**src/rtl/alu_pkg.sv**
```systemverilog
// ---------------------------------------------------------------------------
// alu_pkg
// Shared opcode and FSM-state definitions for the accumulator ALU.
//   ALU_OP_W     : opcode width
//   alu_op_e     : opcode encodings (0000-0110 match the older 8-bit ALU)
//   alu_state_e  : sequencer states of alu_acc_seq
// ---------------------------------------------------------------------------
package alu_pkg;

  localparam int ALU_OP_W = 4;

  typedef enum logic [ALU_OP_W-1:0] {
    ALU_ADD = 4'b0000,
    ALU_SUB = 4'b0001,
    ALU_OR  = 4'b0010,
    ALU_AND = 4'b0011,
    ALU_XOR = 4'b0100,
    ALU_NOT = 4'b0101,
    ALU_LD  = 4'b0110,
    ALU_ADC = 4'b0111,
    ALU_SBC = 4'b1000,
    ALU_SHL = 4'b1001,
    ALU_SHR = 4'b1010,
    ALU_MUL = 4'b1011,
    ALU_CLR = 4'b1100
  } alu_op_e;

  typedef enum logic [0:0] {
    IDLE = 1'b0,
    MUL  = 1'b1
  } alu_state_e;

endpackage : alu_pkg

```
**src/rtl/alu_mul_seq.sv**
```systemverilog
// ---------------------------------------------------------------------------
// alu_mul_seq
// Sequential shift-add multiplier, one partial-product step per clock.
// A start pulse latches the operands; WIDTH steps later the product is ready.
//   clk, rst_n : clock, asynchronous active-low reset
//   start      : latch mcand/mplier and begin (ignored while busy)
//   mcand      : multiplicand
//   mplier     : multiplier
//   busy       : a multiplication is in progress
//   done       : high during the cycle whose closing edge performs the final
//                step; result/overflow show the finished product then, so the
//                consumer can register it on that same edge
//   result     : low WIDTH bits of the finished product
//   overflow   : OR of the high WIDTH bits of the finished product
// ---------------------------------------------------------------------------
module alu_mul_seq #(
  parameter int WIDTH = 8
) (
  input  logic             clk,
  input  logic             rst_n,
  input  logic             start,
  input  logic [WIDTH-1:0] mcand,
  input  logic [WIDTH-1:0] mplier,
  output logic             busy,
  output logic             done,
  output logic [WIDTH-1:0] result,
  output logic             overflow
);

  localparam int CNT_W = $clog2(WIDTH + 1);
  localparam int PW    = 2 * WIDTH;

  logic             busy_r;
  logic [CNT_W-1:0] step_cnt_r;
  logic [PW-1:0]    mcand_r;
  logic [WIDTH-1:0] mplier_r;
  logic [PW-1:0]    prod_r;
  logic [PW-1:0]    addend_s;
  logic [PW-1:0]    prod_nxt_s;
  logic             last_step_s;

  // Partial-product add for the current step and detection of the final step.
  always_comb begin
    addend_s    = mplier_r[0] ? mcand_r : {PW{1'b0}};
    prod_nxt_s  = prod_r + addend_s;
    last_step_s = busy_r && (step_cnt_r == CNT_W'(WIDTH - 1));
  end

  // Operand shift registers, running product and step counter.
  always_ff @(posedge clk or negedge rst_n) begin
    if (!rst_n) begin
      busy_r     <= 1'b0;
      step_cnt_r <= {CNT_W{1'b0}};
      mcand_r    <= {PW{1'b0}};
      mplier_r   <= {WIDTH{1'b0}};
      prod_r     <= {PW{1'b0}};
    end else if (busy_r) begin
      prod_r   <= prod_nxt_s;
      // Multiplicand moves up one weight, multiplier exposes its next bit.
      mcand_r  <= {mcand_r[PW-2:0], 1'b0};
      mplier_r <= {1'b0, mplier_r[WIDTH-1:1]};
      if (last_step_s) begin
        busy_r     <= 1'b0;
        step_cnt_r <= {CNT_W{1'b0}};
      end else begin
        step_cnt_r <= step_cnt_r + CNT_W'(1);
      end
    end else if (start) begin
      busy_r     <= 1'b1;
      step_cnt_r <= {CNT_W{1'b0}};
      mcand_r    <= {{WIDTH{1'b0}}, mcand};
      mplier_r   <= mplier;
      prod_r     <= {PW{1'b0}};
    end else begin
      busy_r <= 1'b0;
    end
  end

  assign busy     = busy_r;
  assign done     = last_step_s;
  assign result   = prod_nxt_s[WIDTH-1:0];
  assign overflow = |prod_nxt_s[PW-1:WIDTH];

endmodule : alu_mul_seq

```
**src/rtl/alu_acc_seq.sv**
```systemverilog
// ---------------------------------------------------------------------------
// alu_acc_seq
// Accumulator ALU: holds A, CY and Z in registers and applies one operation
// per IN_VALID/OUT_READY handshake using operand IN_R.
// Build option: define ALU_ACC_MUL_EN to include the multi-cycle multiplier;
// without it opcode 1011 is a single-cycle no-op and OUT_READY stays 1.
//   CLK, RST_N : clock (rising edge), asynchronous active-low reset
//   IN_VALID   : operation request, taken when IN_VALID && OUT_READY
//   IN_OP      : opcode (alu_pkg::alu_op_e)
//   IN_R       : operand
//   OUT_READY  : idle, an operation can be accepted
//   OUT_DONE   : one-cycle pulse after A/CY/Z were updated by an operation
//   OUT_A      : accumulator
//   OUT_CY     : carry / borrow / shifted-out / overflow flag
//   OUT_Z      : A == 0 after the last completed operation
// ---------------------------------------------------------------------------
module alu_acc_seq
  import alu_pkg::*;
#(
  parameter int WIDTH = 8
) (
  input  logic                CLK,
  input  logic                RST_N,
  input  logic                IN_VALID,
  input  logic [ALU_OP_W-1:0] IN_OP,
  input  logic [WIDTH-1:0]    IN_R,
  output logic                OUT_READY,
  output logic                OUT_DONE,
  output logic [WIDTH-1:0]    OUT_A,
  output logic                OUT_CY,
  output logic                OUT_Z
);

  logic [WIDTH-1:0] acc_r;
  logic             cy_r;
  logic             z_r;
  logic             done_r;
  logic             ready_r;

  logic [WIDTH-1:0] acc_nxt_s;
  logic             cy_nxt_s;
  logic             z_nxt_s;
  logic             done_nxt_s;
  logic             ready_nxt_s;
  logic             accept_s;
  alu_op_e          op_s;
  logic [WIDTH+1:0] exec_s;

  // Single-cycle datapath. Returns {update, cy, a}; the carry lives in bit
  // WIDTH of a WIDTH+1 bit result so add/sub carry and borrow fall out
  // naturally. update=0 marks a no-op (A/CY/Z must be left alone).
  function automatic logic [WIDTH+1:0] exec_op(
    input alu_op_e          op,
    input logic [WIDTH-1:0] a,
    input logic [WIDTH-1:0] r,
    input logic             cy
  );
    logic [WIDTH:0] ea;
    logic [WIDTH:0] er;
    logic [WIDTH:0] ec;
    logic [WIDTH:0] res;
    logic           upd;
    ea  = {1'b0, a};
    er  = {1'b0, r};
    ec  = {{WIDTH{1'b0}}, cy};
    res = {(WIDTH + 1){1'b0}};
    upd = 1'b1;
    case (op)
      ALU_ADD: res = ea + er;
      ALU_SUB: res = ea - er;
      ALU_OR:  res = {1'b0, a | r};
      ALU_AND: res = {1'b0, a & r};
      ALU_XOR: res = {1'b0, a ^ r};
      ALU_NOT: res = {1'b0, ~a};
      ALU_LD:  res = er;
      ALU_ADC: res = ea + er + ec;
      ALU_SBC: res = ea - er - ec;
      ALU_SHL: res = {a, 1'b0};
      ALU_SHR: res = {a[0], 1'b0, a[WIDTH-1:1]};
      ALU_CLR: res = {(WIDTH + 1){1'b0}};
      default: begin
        res = {cy, a};
        upd = 1'b0;
      end
    endcase
    return {upd, res};
  endfunction

  function automatic logic is_zero(input logic [WIDTH-1:0] v);
    return (v == {WIDTH{1'b0}});
  endfunction

  assign op_s   = alu_op_e'(IN_OP);
  assign exec_s = exec_op(op_s, acc_r, IN_R, cy_r);

`ifdef ALU_ACC_MUL_EN

  alu_state_e       state_r;
  alu_state_e       state_nxt_s;
  logic             mul_start_s;
  logic             mul_busy_s;
  logic             mul_done_s;
  logic [WIDTH-1:0] mul_result_s;
  logic             mul_ovf_s;

  // The multiplier's own busy flag also gates acceptance so a request can
  // never slip in while a product is still being formed.
  assign accept_s = IN_VALID && ready_r && !mul_busy_s;

  alu_mul_seq #(
    .WIDTH(WIDTH)
  ) u_mul (
    .clk      (CLK),
    .rst_n    (RST_N),
    .start    (mul_start_s),
    .mcand    (acc_r),
    .mplier   (IN_R),
    .busy     (mul_busy_s),
    .done     (mul_done_s),
    .result   (mul_result_s),
    .overflow (mul_ovf_s)
  );

  // Sequencer state register.
  always_ff @(posedge CLK or negedge RST_N) begin
    if (!RST_N) begin
      state_r <= IDLE;
    end else begin
      state_r <= state_nxt_s;
    end
  end

  // Next-state, handshake and accumulator/flag update decode.
  always_comb begin
    acc_nxt_s   = acc_r;
    cy_nxt_s    = cy_r;
    z_nxt_s     = z_r;
    done_nxt_s  = 1'b0;
    ready_nxt_s = ready_r;
    state_nxt_s = state_r;
    mul_start_s = 1'b0;
    case (state_r)
      IDLE: begin
        if (accept_s && (op_s == ALU_MUL)) begin
          // Flags stay frozen until the product is complete.
          mul_start_s = 1'b1;
          ready_nxt_s = 1'b0;
          state_nxt_s = MUL;
        end else if (accept_s) begin
          done_nxt_s = 1'b1;
          if (exec_s[WIDTH+1]) begin
            acc_nxt_s = exec_s[WIDTH-1:0];
            cy_nxt_s  = exec_s[WIDTH];
            z_nxt_s   = is_zero(exec_s[WIDTH-1:0]);
          end else begin
            acc_nxt_s = acc_r;
          end
        end else begin
          done_nxt_s = 1'b0;
        end
      end
      MUL: begin
        if (mul_done_s) begin
          acc_nxt_s   = mul_result_s;
          cy_nxt_s    = mul_ovf_s;
          z_nxt_s     = is_zero(mul_result_s);
          done_nxt_s  = 1'b1;
          ready_nxt_s = 1'b1;
          state_nxt_s = IDLE;
        end else begin
          ready_nxt_s = 1'b0;
        end
      end
      default: begin
        ready_nxt_s = 1'b1;
        state_nxt_s = IDLE;
      end
    endcase
  end

`else

  assign accept_s = IN_VALID && ready_r;

  // Accumulator/flag update decode; every operation completes in one cycle.
  always_comb begin
    acc_nxt_s   = acc_r;
    cy_nxt_s    = cy_r;
    z_nxt_s     = z_r;
    done_nxt_s  = 1'b0;
    ready_nxt_s = 1'b1;
    if (accept_s) begin
      done_nxt_s = 1'b1;
      if (exec_s[WIDTH+1]) begin
        acc_nxt_s = exec_s[WIDTH-1:0];
        cy_nxt_s  = exec_s[WIDTH];
        z_nxt_s   = is_zero(exec_s[WIDTH-1:0]);
      end else begin
        acc_nxt_s = acc_r;
      end
    end else begin
      done_nxt_s = 1'b0;
    end
  end

`endif

  // Architectural registers: accumulator, flags, done pulse and ready.
  always_ff @(posedge CLK or negedge RST_N) begin
    if (!RST_N) begin
      acc_r   <= {WIDTH{1'b0}};
      cy_r    <= 1'b0;
      z_r     <= 1'b1;
      done_r  <= 1'b0;
      ready_r <= 1'b1;
    end else begin
      acc_r   <= acc_nxt_s;
      cy_r    <= cy_nxt_s;
      z_r     <= z_nxt_s;
      done_r  <= done_nxt_s;
      ready_r <= ready_nxt_s;
    end
  end

  assign OUT_A     = acc_r;
  assign OUT_CY    = cy_r;
  assign OUT_Z     = z_r;
  assign OUT_DONE  = done_r;
  assign OUT_READY = ready_r;

endmodule : alu_acc_seq

```
**config.mk**
```make
export PLATFORM = sky130hd
export DESIGN_NAME = alu_acc_seq
export DESIGN_NICKNAME = d
export VERILOG_FILES = /design/src/rtl/alu_pkg.sv /design/src/rtl/alu_mul_seq.sv /design/src/rtl/alu_acc_seq.sv
export SDC_FILE = /design/constraint.sdc
export NUM_CORES = 1
export LEC_CHECK = 0
export CAP_MARGIN = 20
export CORE_ASPECT_RATIO = 1.2
export CORE_MARGIN = 10
export CORE_UTILIZATION = 58
export DETAILED_ROUTE_END_ITERATION = 12
export GPL_ROUTABILITY_DRIVEN = 0
export PLACE_DENSITY_LB_ADDON = 0.25
export SLEW_MARGIN = 30
export SYNTH_ARGS = -nofsm -noshare
export SYNTH_HDL_FRONTEND = slang
export SYNTH_HIERARCHICAL = 1
export SYNTH_SLANG_ARGS = --single-unit
```
**constraint.sdc**
```tcl
create_clock -name CLK -period 3.1 [get_ports CLK]
set_input_delay 0.31 -clock CLK [delete_from_list [all_inputs] [get_ports CLK]]
set_output_delay 0.31 -clock CLK [all_outputs]
set_load 0.02 [all_outputs]
```
# After elaboration in Yosys (flattened, before gate mapping)
# Index checks and enable logic that the tools add are counted.
classes:
  bitwise: 4
  n_eq_ne: 11
  n_reduce_logical: 6
  muxes: 3
  n_addsub: 4
op_table:
  columns: ["op", "n"]
  rows:
  - ["$pmux W9 S12", 1]
  - ["$eq A4 B3 Y1 const B", 4]
  - ["$eq A4 B4 Y1 const B", 4]
  - ["$reduce_bool A12 Y1", 1]
  - ["$reduce_or A12 Y1", 1]
  - ["$add A8 B8 Y9", 1]
  - ["$add A9 B1 Y9", 1]
  - ["$sub A8 B8 Y9", 1]
  - ["$sub A9 B1 Y9", 1]
  - ["$and A8 B8 Y8", 1]
  - ["$eq A4 B2 Y1 const B", 2]
  - ["$logic_not A8 Y1", 1]
  - ["$not A8 Y8", 1]
  - ["$or A8 B8 Y8", 1]
  - ["$xor A8 B8 Y8", 1]
  - ["$eq A4 B1 Y1 const B", 1]
  - ["$logic_not A4 Y1", 1]
  - ["$reduce_and A3 Y1", 1]
  - ["$mux W1", 2]
  - ["$reduce_and A2 Y1", 1]
word_totals:
  ff_bits: 11
  output_inout_bits: 12

# Depth between registers and ports, before layout
logic_depth:
  word_depth: 4
  ltp_mapped: 13
  depth_no_buf: 13

# Worst setup path before layout
# No wires, ideal clock.
synth_timing:
  path_type: "reg-to-reg"
  startpoint: "register acc_r[0], in the netlist OUT_A[0]"
  endpoint: "register cy_r, in the netlist OUT_CY"
  path_slack_ns: 0.177
  t_required_ns: 2.974
  path_buffers: 0
  synth_period_minus_slack_ns: 2.923
  stages_incl_launch_ff: 13
  arrival_time_ns: 2.797
  setup_ns: 0.126
  cell_sequence: "dfrtp_1 -> inv_1 -> ha_1 -> fa_1 -> o21bai_2 -> a21oi_2 -> xnor2_1 -> or3_1 -> nor2_1 -> nand3_1 -> xnor2_1 -> o22ai_1 -> o32a_1"
synth_between:
  elab_chain_len: 3
synth_rtl:
  columns: ["item", "line_no", "rtl"]
  rows:
  - ["from (decl)", "alu_acc_seq.sv:34", "logic [WIDTH-1:0] acc_r;"]
  - ["from (signal assigned)", "alu_acc_seq.sv:211", "acc_r <= {WIDTH{1'b0}};"]
  - ["from (signal assigned)", "alu_acc_seq.sv:217", "acc_r <= acc_nxt_s;"]
  - ["$sub A8 B8 Y9 or $add A8 B8 Y9 (tied branches)", null, null]
  - ["$sub A9 B1 Y9 or $add A9 B1 Y9 (tied branches)", "alu_acc_seq.sv:77, alu_acc_seq.sv:76", null]
  - ["$pmux W9 S12 *", "alu_acc_seq.sv:68", "case (op)"]
  - ["to (signal assigned)", "alu_acc_seq.sv:218", "cy_r <= cy_nxt_s;"]
  - ["to (decl)", "alu_acc_seq.sv:35", "logic cy_r;"]
# Every way passes the cells marked *; elsewhere a longest branch is shown, timed or not.
# A chain may end at the register's enable or synchronous reset.

# Worst setup path after layout
layout_timing:
  startpoint: "input IN_R[5]"
  endpoint: "register z_r, in the netlist OUT_Z"
layout_between:
  elab_chain_len: 4
layout_rtl:
  columns: ["item", "line_no", "rtl"]
  rows:
  - ["from (decl)", "alu_acc_seq.sv:26", "input logic [WIDTH-1:0] IN_R,"]
  - ["$sub A8 B8 Y9 or $add A8 B8 Y9 (tied branches)", null, null]
  - ["$sub A9 B1 Y9 or $add A9 B1 Y9 (tied branches)", "alu_acc_seq.sv:77, alu_acc_seq.sv:76", null]
  - ["$pmux W9 S12 *", "alu_acc_seq.sv:68", null]
  - ["$logic_not A8 Y1 *", "alu_acc_seq.sv:90", "return (v == {WIDTH{1'b0}});"]
  - ["to (signal assigned)", "alu_acc_seq.sv:219", "z_r <= z_nxt_s;"]
  - ["to (decl)", "alu_acc_seq.sv:36", "logic z_r;"]
# Marked as above.

==> reports/metrics.yaml <==
run_status:
  outcome: "finished clean"
final_layout:
  antenna_cells: 0
  final_util: 0.821
  final_common_cell: "buf_4"
  fillCellCount: 277
  drive_gt1_frac: 0.244
  nets: 453
  design_area_sq_um: 3290
  stdcell_count: 460
  area_delta_synth_final_pct: 34.4
  final_cell_mix: "buf_4, o21ai_0, nand2_1, inv_1, ha_1"
setup_path:
  worst-setup-path-type: "input port to register"
  cp.arrival_ns: 3.22
  cp.required_ns: 3.27
  crit_path_end_kind: "register"
  startpoint_type: "input port"
  crit_path_max_fanout: 3
power_and_ir_drop:
  switching_share: 0.494
  clkPwrFrac: 0.076
  cellPowerDensity_nw_per_um2: 565
  p_sw_mw: 0.917
  p_leak_nw: 1.41
  seqPwrFrac: 0.119
  internal_power_mw: 0.941
  p_comb_frac: 0.805
  ir_worst_vdd_mv: 0.424
global_routing:
  grt_pass1_vias: 3097
  grt_antenna_before_repair: 0
  grt_overflow_total: 0
  globalRouteMet3Util: 0.0444
  gr-max-usage-layer: "met2"
  grt_use_total: 0.242
  grt_util_met2: 0.407
  use_met1: 0.279
  grt_pass1_wl_um: 14600
  grt_max_degree: 39
synthesis:
  syn-num-nets: 384
  ys_warn_count: 6
  synth_flop_cell: "dfrtp_1"
  syn_area_sq_um: 2450
  avgSynthCellArea_sq_um: 7.24
  synth_edf_count: 0
  syn-instance-count: 338
  async_flop_share: 1.00
  yosysSeqAreaShare: 0.113
  ys_types: 66
  ys_ff_latch: 11
floorplan:
  coreArea_sq_um: 4000
  initial_core_util: 0.611
  die_w_um: 79.3
  rows: 25
  die_h_um: 91.1
  io_pins: 27
  fp.dieArea_sq_um: 7230
clocking:
  clock_latency_ns: 0.24
  ctsHoldBuffers: 0
  clk_pin_slew_ns: 0.05
  cts_tree: "yes"
  htree_num_levels: 1
  root_buffer: "clkbuf_8"
  clock-sinks: 11
  clock_path_buffers: 2
  numCtsBuffers: 3
routing:
  drc_errors: 0
  via_per_inst: 6.68
  first_pass_iters: 6
  drt_iter0_drc: 525
  ant_nets: 0
  wl_per_cell_um: 19.9
  via_count: 3072
  drt_wl_total_um: 9170
timing:
  period_share: 0.984
  final_hold_viol_count: 0
  max_freq_mhz: 328
  skew_ns: 0.00538
  finalCriticalPeriod_ns: 3.05
  relSlewSlack: 0.597
  tns_ns: 0
  rsz0062_at_grt: "yes"
  finalSetupViolCount: 0
  worstMarginPinSlew_ns: 0.600
  hold_ws_ns: 0.406
  drv_slew: 0
placed_design:
  postPlaceCellArea_sq_um: 3100
  dp.cells: 454
  hpwl_um: 6860
  port_buffers: 25
run:
  cap_violations: 0
hold_path:
  hold_class: "input port to async pin"
## synth_stat cells (all sizes together), types with 3 or more instances
master	instances	area [sq um]
a211oi	8	75.1
or3	4	25.0
nor2b	8	57.6
a221oi	3	26.3
a32oi	3	26.3
nor2	21	78.8
nand2	28	105
inv	29	109
clkbuf	3	11.3
a21oi	27	143
buf	12	68.8
o21bai	4	33.8
nand2b	8	50.1
a22oi	7	52.6
nand3	12	60.1
or2	3	21.3
o221ai	6	52.6
o21ai	34	174
ha	29	363
xor2	5	43.8
xnor2	19	174
o211ai	3	22.5
nor3	8	40.0
o22ai	7	43.8
dfrtp	10	250
nor4	3	18.8
## worst paths after layout
kind	start	to	slack [ns]	cells past startpoint
min in group CLK	IN_VALID	OUT_DONE$_DFF_PN0_	0.58	1
worst max register to register	OUT_A[0]$_DFFE_PN0P_	OUT_Z$_DFFE_PN1P_	0.10	13
worst max-delay path	IN_R[5]	OUT_Z$_DFFE_PN1P_	0.05	13
worst min-delay path	RST_N	OUT_DONE$_DFF_PN0_	0.41	1
max in group asynchronous	RST_N	OUT_A[1]$_DFFE_PN0P_	2.33	1
worst min register to register	OUT_Z$_DFFE_PN1P_	OUT_Z$_DFFE_PN1P_	0.60	1
## per-stage QoR
step	total power [mW]	setup slack, ns
detailed placement	1.54	-0.336
finish	1.86	0.0509
global route	1.97	-0.0143
floorplan	1.03	0.177
CTS	1.73	0.00852
global placement	1.50	-0.263
## worst max-delay path, stage by stage
cell and delay (ns):
clkdlybuf4s50_1 0.50, inv_1 0.06, ha_1 0.33, or2_4 0.28, a2111oi_4 0.30, a211oi_2 0.10, or4b_1 0.50, a21oi_2 0.17
a211oi_2 0.08, buf_4 0.17, nor2_2 0.11, a211oi_2 0.06, a32o_2 0.25
## logic make-up after synthesis
family | after synthesis | share of synthesized area
and+or+nand+nor | 103 | 0.210
adders and majority gates | 31 | 0.165
other | 1 | 0.00153
buffers and inverters | 45 | 0.0788
muxes | 3 | 0.0128
AOI/OAI and AO/OA | 120 | 0.330
xor gates and xnor gates | 24 | 0.0890
DFF | 11 | 0.113
## sequential cells by signal, indices dropped and copies added (netlist names)
name,count
OUT_Z,1
OUT_A,8
OUT_DONE,1
OUT_CY,1
## power groups by stage
stage / registers [mW] / logic (mW) / clock network, mW
6_report: 0.222 / 1.49 / 0.141
5_1_grt: 0.224 / 1.60 / 0.149
4_1_cts: 0.217 / 1.37 / 0.143
3_5_place_dp: 0.217 / 1.32 / 0
3_3_place_gp: 0.215 / 1.29 / 0
2_1_floorplan: 0.256 / 0.769 / 0
## routing by layer
metal	vias up	wire, um
met3	87	1020
met5	-	0
li1	1358	-
met2	255	4270
met4	0	556
met1	1372	3320
## what timing repair did
item / in CTS / in global routing
setup buffers: 1 / 1
setup endpoints to repair: 1 / 3
resized for setup: 11 / 17
pin swaps: 3 / 8
## final cells by class
cell class,count,area [sq um],share of cell area
multi-input combinational,282,2100,0.640
tap,54,67.6,0.0205
clock buffer,4,45.0,0.0137
timing repair buffer,79,682,0.207
inverter,30,113,0.0342
sequential,11,278,0.0845
(Power assumes the default switching activity.)
